## config.mk

```make
export PLATFORM = sky130hd
export DESIGN_NAME = router_pkt_tx
export DESIGN_NICKNAME = d
export VERILOG_FILES = /design/src/rtl/router_pkg.sv /design/src/rtl/pkt_tx_buf.sv /design/src/rtl/router_pkt_tx.sv
export SDC_FILE = /design/constraint.sdc
export NUM_CORES = 1
export LEC_CHECK = 0
export BUFFER_PORTS_ARGS = -buffer_cell sky130_fd_sc_hd__buf_2
export CAP_MARGIN = 20
export CORE_MARGIN = 10
export CORE_UTILIZATION = 40
export CTS_CLUSTER_DIAMETER = 150
export CTS_CLUSTER_SIZE = 14
export DETAILED_ROUTE_END_ITERATION = 8
export PLACE_DENSITY_LB_ADDON = 0.25
export SETUP_SLACK_MARGIN = 0.02
export SYNTH_ARGS = -nofsm -noshare
export SYNTH_HDL_FRONTEND = slang
export SYNTH_SLANG_ARGS = --single-unit
```

## constraint.sdc

```tcl
create_clock -name clock -period 2.8 [get_ports clock]
set_input_delay 0.56 -clock clock [delete_from_list [all_inputs] [get_ports clock]]
set_output_delay 0.56 -clock clock [all_outputs]
set_load 0.03 [all_outputs]
```

## src/rtl/router_pkg.sv

```systemverilog
// Shared definitions for the router packet path: header field widths,
// the illegal destination code, transmitter states and the header packing.
package router_pkg;

  localparam int LEN_W  = 6;
  localparam int ADDR_W = 2;

  localparam logic [ADDR_W-1:0] ADDR_INVALID = 2'b11;

  typedef enum logic [2:0] {
    ST_IDLE    = 3'd0,
    ST_LOAD    = 3'd1,
    ST_HEADER  = 3'd2,
    ST_PAYLOAD = 3'd3,
    ST_PARITY  = 3'd4,
    ST_GAP     = 3'd5
  } tx_state_t;

  function automatic logic [7:0] pack_header(input logic [LEN_W-1:0]  len_f,
                                             input logic [ADDR_W-1:0] dest_f);
    return {len_f, dest_f};
  endfunction

endpackage

```

## src/rtl/pkt_tx_buf.sv

```systemverilog
// Payload store for one packet: synchronous write, asynchronous read so the
// transmitter can present buf[rcnt] in the same cycle the index changes.
module pkt_tx_buf #(
  parameter int DEPTH = 63,
  parameter int AW    = 6
) (
  input  logic          clock_i,
  input  logic          we_i,
  input  logic [AW-1:0] waddr_i,
  input  logic [7:0]    wdata_i,
  input  logic [AW-1:0] raddr_i,
  output logic [7:0]    rdata_o
);

  logic [7:0] mem_q [DEPTH];

  always_ff @(posedge clock_i) begin
    if (we_i) begin
      mem_q[waddr_i] <= wdata_i;
    end
  end

  assign rdata_o = mem_q[raddr_i];

endmodule

```

## src/rtl/router_pkt_tx.sv

```systemverilog
// Store-and-forward transmitter: buffers a whole payload, then sends header,
// payload and parity to the router under busy flow control.
module router_pkt_tx
  import router_pkg::*;
#(
  parameter int MAX_LEN    = 63,
  parameter int GAP_CYCLES = 2
) (
  input  logic              clock,
  input  logic              resetn,
  input  logic              start,
  input  logic [ADDR_W-1:0] dest,
  input  logic [LEN_W-1:0]  len,
  input  logic              wr_en,
  input  logic [7:0]        wr_data,
  input  logic              busy,
  output logic              pkt_valid,
  output logic [7:0]        pkt_data,
  output logic              ready,
  output logic              done,
  output logic              cfg_err
);

  localparam int GAP_W = (GAP_CYCLES > 1) ? $clog2(GAP_CYCLES) : 1;
  localparam logic [GAP_W-1:0] GAP_LAST = GAP_W'(GAP_CYCLES - 1);

  tx_state_t         state_q, state_d;
  logic [LEN_W-1:0]  len_q, len_d;
  logic [ADDR_W-1:0] dest_q, dest_d;
  logic [LEN_W-1:0]  wcnt_q, wcnt_d;
  logic [LEN_W-1:0]  rcnt_q, rcnt_d;
  logic [7:0]        parity_q, parity_d;
  logic [GAP_W-1:0]  gap_q, gap_d;
  logic              done_q, done_d;
  logic              cfg_err_q, cfg_err_d;

  logic              buf_we;
  logic [7:0]        buf_rdata;

  pkt_tx_buf #(
    .DEPTH (MAX_LEN),
    .AW    (LEN_W)
  ) u_buf (
    .clock_i (clock),
    .we_i    (buf_we),
    .waddr_i (wcnt_q),
    .wdata_i (wr_data),
    .raddr_i (rcnt_q),
    .rdata_o (buf_rdata)
  );

  always_comb begin
    state_d   = state_q;
    len_d     = len_q;
    dest_d    = dest_q;
    wcnt_d    = wcnt_q;
    rcnt_d    = rcnt_q;
    parity_d  = parity_q;
    gap_d     = gap_q;
    done_d    = 1'b0;
    cfg_err_d = 1'b0;
    buf_we    = 1'b0;

    case (state_q)
      ST_IDLE: begin
        if (start) begin
          if ((len != '0) && (dest != ADDR_INVALID)) begin
            len_d    = len;
            dest_d   = dest;
            parity_d = pack_header(len, dest);
            wcnt_d   = '0;
            rcnt_d   = '0;
            state_d  = ST_LOAD;
          end else begin
            cfg_err_d = 1'b1;
          end
        end
      end

      ST_LOAD: begin
        if (wr_en) begin
          buf_we   = 1'b1;
          parity_d = parity_q ^ wr_data;
          wcnt_d   = wcnt_q + 6'd1;
          if (wcnt_q == len_q - 6'd1) begin
            state_d = ST_HEADER;
          end
        end
      end

      ST_HEADER: begin
        if (!busy) begin
          state_d = ST_PAYLOAD;
        end
      end

      ST_PAYLOAD: begin
        // The byte at rcnt stays on the bus until the router takes it.
        if (!busy) begin
          if (rcnt_q == len_q - 6'd1) begin
            state_d = ST_PARITY;
          end else begin
            rcnt_d = rcnt_q + 6'd1;
          end
        end
      end

      ST_PARITY: begin
        if (!busy) begin
          done_d  = 1'b1;
          gap_d   = '0;
          state_d = ST_GAP;
        end
      end

      ST_GAP: begin
        if (gap_q == GAP_LAST) begin
          state_d = ST_IDLE;
        end else begin
          gap_d = gap_q + 1'b1;
        end
      end

      default: state_d = ST_IDLE;
    endcase
  end

  always_ff @(posedge clock or negedge resetn) begin
    if (!resetn) begin
      state_q   <= ST_IDLE;
      len_q     <= '0;
      dest_q    <= '0;
      wcnt_q    <= '0;
      rcnt_q    <= '0;
      parity_q  <= '0;
      gap_q     <= '0;
      done_q    <= 1'b0;
      cfg_err_q <= 1'b0;
    end else begin
      state_q   <= state_d;
      len_q     <= len_d;
      dest_q    <= dest_d;
      wcnt_q    <= wcnt_d;
      rcnt_q    <= rcnt_d;
      parity_q  <= parity_d;
      gap_q     <= gap_d;
      done_q    <= done_d;
      cfg_err_q <= cfg_err_d;
    end
  end

  // Outputs decode registered state only; busy/start/wr_en never reach them.
  always_comb begin
    pkt_data = 8'h00;
    case (state_q)
      ST_HEADER:  pkt_data = pack_header(len_q, dest_q);
      ST_PAYLOAD: pkt_data = buf_rdata;
      ST_PARITY:  pkt_data = parity_q;
      default:    pkt_data = 8'h00;
    endcase
  end

  assign pkt_valid = (state_q == ST_HEADER) || (state_q == ST_PAYLOAD);
  assign ready     = (state_q == ST_IDLE);
  assign done      = done_q;
  assign cfg_err   = cfg_err_q;

endmodule

```

==> impl_metrics.tcl <==
set metrics [dict create \
    status "finished with violations" \
    violations "setup timing" \
    grt_pass1_wl_mm 85.0 \
    setup_tns_ps -6250 \
    wire_per_inst_um 27.3 \
    ant_nets 0 \
    first_global_vias 12335 \
    hold_depth 3 \
    clock_skew_ps 31.6 \
    area.growth.synth_to_final_pct 19.2 \
    maxCapViolations 0 \
    nNetsFinal 1466 \
    place_hpwl_mm 39.5 \
    drcViolationCount 0 \
    reg2reg_slack_ps 190 \
    tightest_slew_ps 862 \
    avgSynthCellArea_um2 18.2 \
    leakagePower_uw 0.00868 \
    async_flop_share_pct 6.32 \
    cp_max_fo 7 \
    cts_buffers 44 \
    end_kind "primary output" \
    grt-ovfl-total 0 \
    ys_seq_area_share_pct 72.8 \
    syn_inst 1207 \
    num_vias 12368 \
    synth_area_leaders "edfxtp_1 (69%), mux4_2 (9.7%), dfrtp_1 (3.9%)" \
    h-tree-depth 2 \
    synth-seq-cells 538 \
    cts_sinks 538 \
    viasPerCell 5.76 \
    cts_root_buffer "clkbuf_16" \
    yosysTopAreaCell "edfxtp_1" \
    grt_usage_pct 18.1 \
    cp.arrival_ps 3110 \
    fin_crit_sh_pct 131 \
    drt_first_iter_violations 1334 \
    synth_edf_count 504 \
    antenna_found_initial 1 \
    coreArea_um2 54100 \
    drt_pass1_iterations 5 \
    fmaxAchievable_mhz 272 \
    multi_input_area_um2 5790 \
    num_rows 85 \
    critPathRequiredTime_ps 2240 \
    r2r_cells 7 \
    clk_pin_slew_ps 70 \
    synth_fp_nets 1231 \
    slew_viol_final 0 \
    timing.final.ws_setup_ps -870 \
    clk_path_buf_depth 3 \
    synthFlopType "edfxtp_1" \
    place.gp.congestion 0.854 \
    clk_latency_ps 600 \
    ys_types 64 \
    synth_top_area_share_pct 68.9 \
    die_area_um2 64700 \
    grt_setup_unrepaired "true" \
    yosysWarnings 0 \
    finalHoldViolations 0 \
    initial_core_util_pct 40.6 \
    grt_start_max_net_pins 56 \
    tritoncts "built" \
    dieWidth_um 254 \
    hold_class "input pin to flip-flop" \
    die_h_um 254 \
    placed_cell_area_um2 24400 \
    p_per_area_nw_per_um2 724 \
    irDropWorstVdd_uv 482 \
    layout-drive-gt1-share_pct 31.7 \
    critPathKind "flip-flop to primary output" \
    pre_cts_slack_ps -281 \
    seqCellArea_um2 16000 \
    setup_violations 8 \
    final_cell_area_um2 26200 \
    num_io_pins 33 \
    port_buffers 32 \
    num-fill-cells 4433 \
    maxSlewHeadroom_pct 42.5 \
    cp-start-kind "flip-flop" \
    routed_wl_mm 58.6 \
    period_needed_ps 3670 \
    syn-cell-area_um2 22000 \
]
==> stage by stage <==
step | hold slack [ps] | total power, µW | utilization (%) | instances
5_1_grt | 190 | 19600 | 48.4 | 2149
3_3_place_gp | 445 | 13100 | 45.0 | 2068
4_1_cts | 170 | 18900 | 48.0 | 2140
6_report | 191 | 19000 | 48.4 | 2149
2_1_floorplan | 264 | 11700 | - | 1207
3_5_place_dp | 444 | 13200 | 45.0 | 2068
==> cell usage after synthesis, types with 4 or more instances <==
cell,count
inv_1,10
nor3b_1,13
nand2_1,50
o211ai_1,6
xnor3_1,7
edfxtp_1,504
buf_6,8
clkbuf_1,32
mux2_2,6
o221ai_1,14
buf_4,6
xnor2_1,6
nand2b_1,5
nand4_1,4
nand3_1,19
nor3_1,5
nor2_1,90
buf_1,9
o21ai_0,29
buf_2,14
a22o_1,9
nor2b_1,11
mux4_2,95
dfrtp_1,34
and3_1,6
a211oi_1,9
a22oi_1,34
a31oi_1,5
a21oi_1,20
and2_1,4
mux2i_1,81
o22ai_1,4
a211o_1,9
==> flip-flops by register name (all words and copies together) (netlist names) <==
name / cells
u_buf.mem_q: 504
parity_q: 8
len_q: 6
rcnt_q: 6
wcnt_q: 6
state_q: 3
dest_q: 2
cfg_err: 1
done: 1
gap_q: 1
==> power breakdown <==
part | internal, µW | switching (µW)
sequential | 9180 | 302
clock | 2850 | 2740
combinational | 1770 | 2120
==> cells in the final DEF (no fill, tap or decap), types with 4 or more instances in the layout <==
| master | netlist | final |
|---|---|---|
| o221ai_2 | 0 | 4 |
| nor2b_1 | 11 | 11 |
| a21oi_2 | 0 | 4 |
| buf_4 | 6 | 198 |
| and2_1 | 4 | 4 |
| xnor2_1 | 6 | 6 |
| nand4_1 | 4 | 4 |
| o211ai_1 | 6 | 6 |
| nor3_1 | 5 | 5 |
| nand3_1 | 19 | 18 |
| dfrtp_1 | 34 | 31 |
| a211oi_1 | 9 | 4 |
| a22oi_1 | 34 | 30 |
| nand2_1 | 50 | 49 |
| mux2_2 | 6 | 6 |
| o21ai_0 | 29 | 29 |
| buf_8 | 2 | 5 |
| nor3b_1 | 13 | 12 |
| a31oi_1 | 5 | 4 |
| buf_6 | 8 | 8 |
| mux2i_2 | 0 | 6 |
| buf_12 | 0 | 20 |
| o221ai_1 | 14 | 9 |
| a22o_1 | 9 | 8 |
| a22oi_2 | 0 | 4 |
| clkbuf_1 | 32 | 8 |
| mux4_2 | 95 | 95 |
| a211oi_2 | 0 | 5 |
| edfxtp_1 | 504 | 504 |
| a211o_1 | 9 | 8 |
| buf_2 | 14 | 24 |
| and3_1 | 6 | 6 |
| nor2_1 | 90 | 88 |
| inv_1 | 10 | 10 |
| clkbuf_16 | 0 | 45 |
| mux2i_1 | 81 | 74 |
| a21oi_1 | 20 | 16 |
| xnor3_1 | 7 | 7 |
| nand2b_1 | 5 | 5 |
==> worst max-delay path: stages (launching register included) <==
cell      delay [ps]
dfrtp_4          520
buf_12           160
buf_12           140
buf_12           140
mux4_2           430
a22o_1           290
a21oi_2          150
a221o_1          320
o221ai_2         180
buf_6            170
==> metal layers <==
layer	vias up	global-route usage, %	routed length, µm
met4	0	5.99	1850
met1	6490	25.1	25100
met2	472	28.1	27200
li1	5316	-	-
met5	-	0	0
met3	90	3.95	4460
==> final cells by class <==
type	count	share of cell area, %
Multi-Input combinational cell	587	22.1
Clock buffer	52	4.32
Timing Repair Buffer	260	8.77
Inverter	11	0.158
Antenna cell	1	0.00956
Tap cell	696	3.33
Sequential cell	538	61.1
Clock inverter	4	0.220
==> worst paths after layout <==
kind	end	startpoint
hold reg to reg	dest_q[1]	dest_q[1]
max in group asynchronous	len_q[2]	resetn
setup reg to reg	u_buf.mem_q[54][4]	state_q[0]
setup / recovery	pkt_data[4]	rcnt_q[0]
min in group asynchronous	rcnt_q[1]	resetn
hold / removal	dest_q[1]	dest[1]
==> kinds of logic after synthesis <==
group                      Yosys count  synth area share (%)
AOI/OAI and AO/OA                  158                  5.14
DFF                                538                  72.8
adders and majority gates            3                 0.171
buffers and inverters               82                  1.96
and+or+nand+nor                    226                  4.90
xor gates and xnor gates            17                  1.25
muxes                              183                  13.8
==> timing repair <==
| action | in CTS | in global routing |
|---|---|---|
| gates resized for setup | 44 | 29 |
| setup endpoints to repair | 8 | 46 |
| gates cloned | 3 | 1 |
| hold buffers | 1 | 0 |
| endpoints found under the hold margin | 8 | 0 |
| buffers inserted | 12 | 7 |
| pin swaps | 12 | 18 |
(Power assumes the default switching activity.)
